--- src/rtl/fetch_pkg.sv ---
// Shared types and constants for the MIPS instruction-fetch stage.
// State encoding, bubble instruction and decode field positions.
package fetch_pkg;

    typedef enum logic [1:0] {
        FETCH = 2'd0,
        HOLD  = 2'd1,
        DRAIN = 2'd2
    } fetch_state_t;

    localparam logic [31:0] NOP_INSTR = 32'h0000_0000;

    localparam int unsigned OPC_HI  = 31;
    localparam int unsigned OPC_LO  = 26;
    localparam int unsigned FUNC_HI = 5;
    localparam int unsigned FUNC_LO = 0;

    localparam int unsigned PC_INC  = 4;

endpackage

--- src/rtl/fetch_skid_buf.sv ---
// One-entry buffer that parks a fetched instruction and its pc+4 while the
// IF/ID register is held by a downstream stall.
module fetch_skid_buf
    import fetch_pkg::*;
#(
    parameter int ADDR_W = 32
) (
    input  logic              clk,
    input  logic              rst_n,
    input  logic              load,
    input  logic              unload,
    input  logic              flush,
    input  logic [31:0]       load_instr,
    input  logic [ADDR_W-1:0] load_pc4,
    output logic              valid,
    output logic [31:0]       instr,
    output logic [ADDR_W-1:0] pc4
);

    always_ff @(posedge clk or negedge rst_n) begin
        if (!rst_n) begin
            valid <= 1'b0;
            instr <= NOP_INSTR;
            pc4   <= '0;
        end else if (flush || unload) begin
            valid <= 1'b0;
            instr <= NOP_INSTR;
            pc4   <= '0;
        end else if (load) begin
            valid <= 1'b1;
            instr <= load_instr;
            pc4   <= load_pc4;
        end
    end

endmodule

--- src/rtl/fetch_stage.sv ---
// Instruction fetch and IF/ID pipeline register with stall skid and branch squash.
// Defining FETCH_PERF_EN adds fetch/bubble performance counters.
//
// state | meaning
// FETCH | request outstanding at pc (or first cycle after reset, request rising)
// HOLD  | response parked in skid buffer, waiting for stall release; no request
// DRAIN | redirect pending, waiting for the in-flight response to be thrown away
module fetch_stage
    import fetch_pkg::*;
#(
    parameter logic [31:0] RESET_PC = 32'h0000_0000,
    parameter int          ADDR_W   = 32
) (
    input  logic              clk,
    input  logic              rst_n,
    input  logic              stall,
    input  logic              branch_taken,
    input  logic [ADDR_W-1:0] branch_target,
    output logic              imem_req,
    output logic [ADDR_W-1:0] imem_addr,
    input  logic              imem_ready,
    input  logic [31:0]       imem_rdata,
    output logic              if_id_valid,
    output logic [31:0]       if_id_instr,
    output logic [ADDR_W-1:0] if_id_pc4,
    output logic [5:0]        opcode,
    output logic [5:0]        func
`ifdef FETCH_PERF_EN
    ,
    output logic [31:0]       perf_fetch_cnt,
    output logic [31:0]       perf_bubble_cnt
`endif
);

    fetch_state_t      state;
    logic [ADDR_W-1:0] pc;
    logic [ADDR_W-1:0] redirect;
    logic [ADDR_W-1:0] pc_next;
    logic [ADDR_W-1:0] target_al;

    logic              accept;
    logic              load_bubble;
    logic              skid_load;
    logic              skid_unload;
    logic              skid_flush;
    logic              skid_valid;
    logic [31:0]       skid_instr;
    logic [ADDR_W-1:0] skid_pc4;

    assign pc_next   = pc + ADDR_W'(PC_INC);
    assign target_al = branch_target & ~(ADDR_W'(3));
    assign imem_addr = pc;
    assign opcode    = if_id_instr[OPC_HI:OPC_LO];
    assign func      = if_id_instr[FUNC_HI:FUNC_LO];

    // A FETCH cycle with imem_req low is the post-reset ramp: nothing is in flight.
    always_comb begin
        accept      = 1'b0;
        load_bubble = 1'b0;
        skid_load   = 1'b0;
        skid_unload = 1'b0;
        skid_flush  = 1'b0;
        case (state)
            FETCH: begin
                if (imem_req) begin
                    if (imem_ready && !branch_taken) begin
                        accept    = 1'b1;
                        skid_load = stall;
                    end else if (branch_taken || !stall) begin
                        load_bubble = 1'b1;
                    end
                end
            end
            HOLD: begin
                if (branch_taken) begin
                    skid_flush  = 1'b1;
                    load_bubble = 1'b1;
                end else if (!stall) begin
                    skid_unload = 1'b1;
                end
            end
            default: ;
        endcase
    end

    fetch_skid_buf #(.ADDR_W(ADDR_W)) u_skid (
        .clk        (clk),
        .rst_n      (rst_n),
        .load       (skid_load),
        .unload     (skid_unload),
        .flush      (skid_flush),
        .load_instr (imem_rdata),
        .load_pc4   (pc_next),
        .valid      (skid_valid),
        .instr      (skid_instr),
        .pc4        (skid_pc4)
    );

    always_ff @(posedge clk or negedge rst_n) begin
        if (!rst_n) begin
            state       <= FETCH;
            pc          <= RESET_PC[ADDR_W-1:0];
            redirect    <= '0;
            imem_req    <= 1'b0;
            if_id_valid <= 1'b0;
            if_id_instr <= NOP_INSTR;
            if_id_pc4   <= '0;
        end else begin
            if (load_bubble) begin
                if_id_valid <= 1'b0;
                if_id_instr <= NOP_INSTR;
                if_id_pc4   <= '0;
            end
            case (state)
                FETCH: begin
                    imem_req <= 1'b1;
                    if (!imem_req) begin
                        if (branch_taken) pc <= target_al;
                    end else if (imem_ready) begin
                        if (branch_taken) begin
                            pc <= target_al;
                        end else begin
                            pc <= pc_next;
                            if (stall) begin
                                state    <= HOLD;
                                imem_req <= 1'b0;
                            end else begin
                                if_id_valid <= 1'b1;
                                if_id_instr <= imem_rdata;
                                if_id_pc4   <= pc_next;
                            end
                        end
                    end else if (branch_taken) begin
                        redirect <= target_al;
                        state    <= DRAIN;
                    end
                end
                HOLD: begin
                    if (branch_taken) begin
                        pc       <= target_al;
                        state    <= FETCH;
                        imem_req <= 1'b1;
                    end else if (!stall) begin
                        if_id_valid <= skid_valid;
                        if_id_instr <= skid_instr;
                        if_id_pc4   <= skid_pc4;
                        state       <= FETCH;
                        imem_req    <= 1'b1;
                    end
                end
                DRAIN: begin
                    // A redirect arriving in the same cycle as the response still wins.
                    if (branch_taken) redirect <= target_al;
                    if (imem_ready) begin
                        pc    <= branch_taken ? target_al : redirect;
                        state <= FETCH;
                    end
                end
                default: begin
                    state    <= FETCH;
                    imem_req <= 1'b1;
                end
            endcase
        end
    end

`ifdef FETCH_PERF_EN
    always_ff @(posedge clk or negedge rst_n) begin
        if (!rst_n) begin
            perf_fetch_cnt  <= '0;
            perf_bubble_cnt <= '0;
        end else begin
            if (accept) perf_fetch_cnt <= perf_fetch_cnt + 32'd1;
            if (load_bubble && !stall) perf_bubble_cnt <= perf_bubble_cnt + 32'd1;
        end
    end
`endif

endmodule
--- config.mk ---
export PLATFORM = sky130hd
export DESIGN_NAME = fetch_stage
export DESIGN_NICKNAME = d
export VERILOG_FILES = /design/src/rtl/fetch_pkg.sv /design/src/rtl/fetch_skid_buf.sv /design/src/rtl/fetch_stage.sv
export SDC_FILE = /design/constraint.sdc
export NUM_CORES = 1
export LEC_CHECK = 0
export BUFFER_PORTS_ARGS = -buffer_cell sky130_fd_sc_hd__buf_4
export CORE_ASPECT_RATIO = 1.1
export CORE_MARGIN = 2
export CORE_UTILIZATION = 55
export DETAILED_ROUTE_END_ITERATION = 16
export PLACE_DENSITY = 0.85
export SLEW_MARGIN = 25
export SYNTH_ARGS = -nofsm -noshare
export SYNTH_HDL_FRONTEND = slang
export SYNTH_SLANG_ARGS = --single-unit
--- constraint.sdc ---
create_clock -name clk -period 2.5 [get_ports clk]
set_input_delay 0.125 -clock clk [delete_from_list [all_inputs] [get_ports clk]]
set_output_delay 0.125 -clock clk [all_outputs]
set_load 0.05 [all_outputs]
Yosys cells after proc, flatten, opt, wreduce, memory -nomap -nowiden

Cells that the tools add are included.

Register bits: 197
Latch bits: 0
Memory bits (writable): 0
ROM bits: 0
Output and inout bits: 110
Logic and storage cells: 102
Memories kept: 0

Add/sub/neg operators: 1
Multipliers: 0
Div/mod/pow operators: 0
Order comparisons: 0
Eq/ne operators: 10
Shifts and indexed selects: 0
Muxes and demuxes: 67
Bitwise logic cells: 1
Reduce and logical (&&, ||, !) cells: 13

Operators by type and width:

| cell                                                                  | number |
|---|---|
| 32-bit 2-to-1 mux                                                     | 26 |
| 32-bit case mux with 2 select lines                                   | 3 |
| 32-bit case mux with 3 select lines                                   | 1 |
| 32-bit by 3-bit adder with 32-bit output, second input constant       | 1 |
| 1-bit 2-to-1 mux                                                      | 25 |
| 2-bit 2-to-1 mux                                                      | 8 |
| 3-bit inequality test, second input constant                          | 5 |
| 2-bit inequality test, second input constant                          | 3 |
| 2-bit case mux with 3 select lines                                    | 1 |
| 3-bit AND reduction                                                   | 2 |
| 6-bit AND reduction                                                   | 1 |
| 1-bit case mux with 2 select lines                                    | 2 |
| 2-bit nonzero test                                                    | 2 |
| 1-bit case mux with 3 select lines                                    | 1 |
| 3-bit nonzero test                                                    | 1 |
| 2-bit by 1-bit equality test with 1-bit output, second input constant | 1 |
| 2-bit equality test, second input constant                            | 1 |
| 1-bit logical NOT                                                     | 2 |
| 2-bit logical NOT                                                     | 1 |
| 1-bit logical OR                                                      | 2 |
| 2-bit AND reduction                                                   | 1 |
| 1-bit logical AND                                                     | 1 |
| 1-bit inverter                                                        | 1 |

Logic depth before layout (Yosys ltp)

Gate-level depths: netlist (run 1).

Word-level depth: 12
Depth in mapped cells: 10

Hierarchy

Synthesis (run 1) repeated with hierarchy kept, for this count alone.

Cell total of the unflattened synthesis: 1,035
Area total of the unflattened synthesis: 10,477.5 µm²

Modules (own cells, without submodules):

| module         | times used | cells each | area each (µm²) | seq. area each (µm²) |
|---|---|---|---|---|
| fetch_stage    | 1          | 825        | 7,812.5         | 3,303.2 |
| fetch_skid_buf | 1          | 210        | 2,665.1         | 1,626.6 |

Least setup slack after synthesis (run 1)

OpenSTA, ideal clock, no wires.

Path type: register to register
Start point: register pc[17] (netlist: imem_addr[17])
End point: register pc[31] (netlist: imem_addr[31])
Setup time: 0.134 ns
Arrival: 2.171 ns
Slack: 0.195 ns
Cell stages (with the launch flop): 7
Clock period less this slack: 2.305 ns
Cells stage by stage: dfrtp_1 > buf_4 > nand4_1 > or4_4 > o31a_1 > o21ai_1 > a31oi_1

Cells in the longest elaborated chain, start to end: 5

RTL lines:

| element                                  | RTL line           | source |
|---|---|---|
| start: declaration                       | fetch_stage.sv:36  | `logic [ADDR_W-1:0] pc;` |
| start signal: assignment                 | fetch_stage.sv:102 | `pc <= RESET_PC[ADDR_W-1:0];` |
| start signal: assignment                 | fetch_stage.sv:118 | `if (branch_taken) pc <= target_al;` |
| start signal: assignment                 | fetch_stage.sv:121 | `pc <= target_al;` |
| 32-bit by 3-bit adder with 32-bit output | fetch_stage.sv:50  | `assign pc_next = pc + ADDR_W'(PC_INC);` |
| 32-bit 2-to-1 mux                        | fetch_stage.sv:120 | `if (branch_taken) begin` |
| 32-bit 2-to-1 mux                        | fetch_stage.sv:119 | `end else if (imem_ready) begin` |
| 32-bit 2-to-1 mux                        | fetch_stage.sv:117 | `if (!imem_req) begin` |
| 32-bit case mux with 3 select lines      | fetch_stage.sv:114 | `case (state)` |

No other way between the ends. The select of a mux whose other input is x is not followed.
A chain may end at the register's enable or synchronous reset.

Final worst setup path (run 1)

Start point: register pc[3] (netlist: imem_addr[3])
End point: register u_skid.pc4[28]

Cells in the longest elaborated chain, start to end: 3

RTL lines:

| element                                  | RTL line             | source |
|---|---|---|
| 32-bit by 3-bit adder with 32-bit output | fetch_stage.sv:50    |  |
| 32-bit 2-to-1 mux                        | fetch_skid_buf.sv:29 | `end else if (load) begin` |
| 32-bit 2-to-1 mux                        | fetch_skid_buf.sv:25 | `end else if (flush \|\| unload) begin` |
| end signal: assignment                   | fetch_skid_buf.sv:32 | `pc4 <= load_pc4;` |
| end: declaration                         | fetch_skid_buf.sv:17 | `output logic [ADDR_W-1:0] pc4` |

No other way between the ends. The select of a mux whose other input is x is not followed.

==> results of run 1 <==
-- kinds of logic after synthesis --
| group | Yosys count | synth area share [%] |
|---|---|---|
| muxes | 34 | 3.82 |
| DFF | 197 | 49.8 |
| and+or+nand+nor | 300 | 15.5 |
| xor gates and xnor gates | 30 | 2.66 |
| AOI/OAI and AO/OA | 287 | 20.6 |
| buffers and inverters | 166 | 7.02 |
| adders and majority gates | 5 | 0.632 |
-- metrics by stage --
step,power [mW],setup slack [ps]
after global placement,13.1,346
after CTS,16.2,192
after global routing,17.2,47.0
after floorplan,10.7,195
after detailed placement,13.4,285
final,16.4,223
-- area by class of cell --
| cell class | count | area [sq um] | share of cell area [%] |
|---|---|---|---|
| Clock buffer | 17 | 425 | 3.31 |
| Clock inverter | 15 | 183 | 1.42 |
| Inverter | 64 | 240 | 1.87 |
| Multi-Input combinational cell | 656 | 4320 | 33.6 |
| Sequential cell | 197 | 4930 | 38.4 |
| Tap cell | 238 | 298 | 2.32 |
| Timing Repair Buffer | 283 | 2450 | 19.0 |
-- power breakdown --
group	leakage [nW]	total, mW	switching (mW)	internal [mW]
logic	3.32	8.25	5.31	2.94
registers	2.59	5.36	1.01	4.36
clock network	0.291	2.74	1.39	1.36
-- final timing paths --
kind | start | end
max | imem_addr[3]$_DFFE_PN0P_ | u_skid.pc4[28]$_DFFE_PN0P_
min | stall | if_id_valid$_DFF_PN0_
max reg2reg | imem_addr[3]$_DFFE_PN0P_ | u_skid.pc4[28]$_DFFE_PN0P_
min reg2reg | u_skid.valid$_DFFE_PN0P_ | u_skid.valid$_DFFE_PN0P_
max in group asynchronous | rst_n | redirect[24]$_DFFE_PN0P_
min in group asynchronous | rst_n | u_skid.instr[13]$_DFFE_PN0P_
-- flip-flops by register name (all words and copies together) (netlist names) --
signal and count:
if_id_instr 32, if_id_pc4 32, imem_addr 32, redirect 32
u_skid.instr 32, u_skid.pc4 32, state 2, if_id_valid 1
imem_req 1, u_skid.valid 1
-- what timing repair did --
item	in CTS	in global routing
endpoints found under the setup margin	0	1
hold buffers	63	0
endpoints found under the hold margin	169	0
-- cell usage in the layout, fill, tap and decap left out, drive strengths merged, types with 6 or more instances in the layout --
master / Yosys / routed
clkbuf: 68 / 18
a22o: 7 / 7
nor2: 44 / 44
nand2: 108 / 108
nor3: 14 / 14
o2bb2ai: 12 / 12
nand4: 8 / 8
nand2b: 7 / 7
o211ai: 7 / 7
a21oi: 25 / 25
a221oi: 16 / 16
and3: 6 / 6
xor2: 8 / 8
xnor2: 22 / 22
a32oi: 7 / 7
dlygate4sd3: 0 / 63
nand3: 77 / 77
dfrtp: 197 / 197
a22oi: 32 / 32
clkinv: 0 / 8
mux2: 30 / 30
inv: 64 / 70
and2: 8 / 8
buf: 34 / 219
nor4: 8 / 8
nor2b: 6 / 6
o22ai: 7 / 7
a222oi: 38 / 38
o21ai: 94 / 94
-- worst register-to-register path, stage by stage, from the launching register on --
cell and delay [ps]:
dfrtp_1 440, ha_1 310, nand2_1 210, nor4_4 390, nand4_1 270, xnor2_1 370, o21ai_0 150
-- metal layers --
metal	part of all wire (%)	routed length, um	GRT usage, %	up-vias
li1	-	-	-	4095
met1	38	11000	40.1	4506
met2	50	14200	50.5	577
met3	9.4	2700	6.23	79
met4	2.6	735	12.5	0
met5	0	0	0	-
==> metrics.cfg, run 1 <==
[cts]
clockBufferDepth = 2
clk_latency_ps = 450
numCtsBuffers = 17
clockRootBuffer = clkbuf_16
cts_tree = built
clock_sinks = 197
cts_resized = 0
clkTransAtPathRegs_ps = 80
postCtsSetupRepairBufs = 0
htreeDepth = 4

[timing]
holdWs_ps = 25.8
setup_violations = 0
worst_pin_slew_ps = 614
fin_worst_skew_ps = 15.0
tns_ps = 0
slew_violations = 0
finalCritPeriodShare_pct = 91.1
max_clock_freq_mhz = 439
post-route-min-period_ps = 2280
maxSlewHeadroom_pct = 58.9
finalHoldViolations = 0
grt_setup_unrepaired = false

[synth]
syn_nets = 1093
synth-edff-count = 0
yosys_warnings = 0
dominantRegCellSynth = dfrtp_1
postSynthAreaPerCell_sq_um = 9.71
netlist_area_sq_um = 9890
async_flop_share_pct = 100
syn_inst = 1019
yosysMostFrequentCell = dfrtp_1
yosysTopAreaCell = dfrtp_1
synth-seq-cells = 197
synth_top_area_share_pct = 49.8
synth_cell_types = 68
yosysSeqAreaShare_pct = 49.8
synth_common_cells = dfrtp_1, nand2_1, o21ai_0
synth.area.top_cells = dfrtp_1, o21ai_0, nand2_1

[worst_setup_path]
crit_path_max_incr_delay_ps = 440
critical_path_buf_inv_count = 0
worstPathMaxFanout = 6
startpoint_type = flip-flop
cp.arrival_ps = 2590
crit_cells = 6
crit_family = simple AND/OR/NAND/NOR gates
ff2ff_path_depth = 6
endpoint_kind = flip-flop
required_ps = 2810
crit_slowest_cell = dfrtp_1
critPathKind = flip-flop to flip-flop
reg2reg_setup_slack_ps = 220
path_cells = ha_1, nand2_1, nor4_4, nand4_1, xnor2_1, o21ai_0

[place]
gp_congestion = 0.862
portBuffers = 176
dp_cells = 1375
placed_area_sq_um = 11600
dp_hpwl_mm = 18.2

[pwr]
ir_worst_vdd_mv = 0.912
p_leak_nw = 6.20
powerDensity_nw_per_um2 = 1270

[global_route]
grt_max_degree = 74
antenna_found_initial = 0
grt_use_total_pct = 30.6
grt_pass1_wl_mm = 46.6
grt_pass1_vias = 8875
grt_overflow = 0

[route]
firstDrtPassIters = 7
wirelength_mm = 28.7
via_per_inst = 6.30
route.detailed.drc = 0
post_drt_wl_per_cell_um = 19.5
ant_nets = 0
drt_iter0_drc = 1074
vias = 9257

[layout]
final_util_pct = 72.7
fill_cells = 1186
syn2layout_area_growth_pct = 29.8
stdcell_area_sq_um = 12800
finalNetCount = 1293
diodes = 0
instances_no_fill = 1470
drive_above_1_share_pct = 25.0

[floorplan]
die_w_um = 132
placementRows = 51
initial_core_util_pct = 56.0
core_sq_um = 17700
fp.dieArea_sq_um = 19100
io_pins = 179
fp.dieH_um = 145

[hold_path]
min_path_type = input port to flip-flop
min_path_cells = 3

[run_status]
status = completed

[job]
cap_violations = 0

Note: power is estimated with default switching activity, not from simulation.
==> run 2, diff against run 1 <==
--- a/config.mk
+++ b/config.mk
@@ -6,7 +6,7 @@
 export NUM_CORES = 1
 export LEC_CHECK = 0
 export BUFFER_PORTS_ARGS = -buffer_cell sky130_fd_sc_hd__buf_4
-export CORE_ASPECT_RATIO = 1.1
+export CORE_ASPECT_RATIO = 0.5
 export CORE_MARGIN = 2
 export CORE_UTILIZATION = 55
 export DETAILED_ROUTE_END_ITERATION = 16
==> metrics.cfg, run 2 (synthesis gave the netlist of run 1 again) <==
[route]
wirelength_mm = 29.9
ant_nets = 0
via_per_inst = 6.26
route.detailed.drc = 0
drt_iter0_drc = 1013
post_drt_wl_per_cell_um = 20.4
vias = 9193
firstDrtPassIters = 7

[layout]
multi_input_area_sq_um = 4350
layout_commonest_cell = buf_4
seqCellArea_sq_um = 4930
diodes = 0
drive_above_1_share_pct = 25.3
fill_cells = 1197
stdcell_area_sq_um = 12800
finalNetCount = 1295
instances_no_fill = 1468
mostFrequentLayoutCells = buf_4, dfrtp_1, nand2_1
syn2layout_area_growth_pct = 28.9

[worst_setup_path]
endpoint_kind = flip-flop
cp.arrival_ps = 2680
startpoint_type = flip-flop
worstPathMaxFanout = 15
required_ps = 2800
critPathKind = flip-flop to flip-flop

[cts]
cts_tree = built
clk_latency_ps = 430
clock_sinks = 197
clkTransAtPathRegs_ps = 70
clockRootBuffer = clkbuf_16
numCtsBuffers = 17
postCtsSetupRepairBufs = 0
clockBufferDepth = 2
htreeDepth = 4

[global_route]
grt_max_degree = 93
grt_overflow = 0
antenna_found_initial = 0
grt_pass1_vias = 8763
grt_use_total_pct = 31.2
grt_pass1_wl_mm = 47.5

[floorplan]
fp.dieArea_sq_um = 19100
die_w_um = 194
io_pins = 179
initial_core_util_pct = 56.6
placementRows = 34
core_sq_um = 17500
fp.dieH_um = 98.8

[job]
cap_violations = 0

[timing]
fin_worst_skew_ps = 9.39
finalCritPeriodShare_pct = 95.2
maxSlewHeadroom_pct = 54.8
fin_ws_ps = 121
slew_violations = 0
tns_ps = 0
post-route-min-period_ps = 2380
grt_setup_unrepaired = false
max_clock_freq_mhz = 420
setup_violations = 0
holdWs_ps = 37.1
worst_pin_slew_ps = 679
finalHoldViolations = 0

[pwr]
ir_worst_vdd_mv = 0.746
powerDensity_nw_per_um2 = 1280
sw_frac_of_total_pct = 47.6
seqPwrFrac_pct = 33.2
p_sw_mw = 7.79
pwr-share-comb_pct = 50.4
power.internal_mw = 8.56
clkPwrFrac_pct = 16.4
p_leak_nw = 6.17

[place]
dp_cells = 1372
gp_congestion = 0.884
place_ws_ps = 122
placed_area_sq_um = 11500
portBuffers = 176
dp_hpwl_mm = 19.2

[hold_path]
min_path_type = input port to flip-flop

[run_status]
status = completed

run 2: cell types whose count changed in the layout (fill, tap and decap cells not counted):
cell	delta
buf_12	-5
clkbuf_1	+1
buf_4	+7
a21oi_1	-2
inv_8	-1
o21bai_4	+1
a21oi_2	+2
clkinv_2	+1
o21a_1	-1
clkinv_8	-3
o21a_2	+1
clkinv_4	+2
buf_16	-1
run 2: critical path, stage by stage, from the launching register on:
cell and delay [ps]:
dfrtp_1 400, inv_1 120, ha_1 480, nand2b_1 190, buf_4 240, a21o_1 160, a32o_1 190, a222oi_1 330
o21ai_0 140
run 2: layout make-up:
type	instances	share of cell area [%]
Clock inverter	14	1.14
Clock buffer	18	3.36
Multi-Input combinational cell	657	34.1
Timing Repair Buffer	284	18.6
Sequential cell	197	38.6
Tap cell	234	2.30
Inverter	64	1.88
run 2: per-stage QoR:
step           util, %  power [mW]
2_1_floorplan        -        10.7
3_3_place_gp      66.0        13.0
3_5_place_dp      66.0        13.4
4_1_cts           72.8        16.1
5_1_grt           73.0        17.1
6_report          73.0        16.4
run 2: repair_timing:
item	CTS	global route
resized for setup	0	3
hold buffers	63	0
setup endpoints to repair	0	8
hold endpoints to repair	169	0
run 2: metal layers:
metal / track usage (%) / share of wire (%)
met4: 9.04 / 1.4
met5: 0 / 0
met3: 6.67 / 10
met1: 43.3 / 41
met2: 50.0 / 47
run 2: worst paths after layout:
path | from | slack, ps | endpoint | cells after the start
max reg2reg | state[0]$_DFFE_PN0P_ | 120 | imem_addr[7]$_DFFE_PN0P_ | 8
max | state[0]$_DFFE_PN0P_ | 120 | imem_addr[7]$_DFFE_PN0P_ | 8
max in group asynchronous | rst_n | 1430 | u_skid.pc4[20]$_DFFE_PN0P_ | 3
min reg2reg | redirect[0]$_DFFE_PN0P_ | 490 | redirect[0]$_DFFE_PN0P_ | 1
min in group asynchronous | rst_n | 300 | imem_addr[6]$_DFFE_PN0P_ | 2
min | stall | 40 | if_id_valid$_DFF_PN0_ | 3
run 2: power groups by stage:
| stage | Clock [mW] | Sequential, mW | Combinational, mW |
|---|---|---|---|
| finish | 2.68 | 5.42 | 8.25 |
| global route | 2.82 | 5.55 | 8.74 |
| CTS | 2.69 | 5.36 | 8.09 |
| detailed placement | 0 | 5.42 | 7.97 |
| global placement | 0 | 5.33 | 7.72 |
| floorplan | 0 | 6.79 | 3.89 |
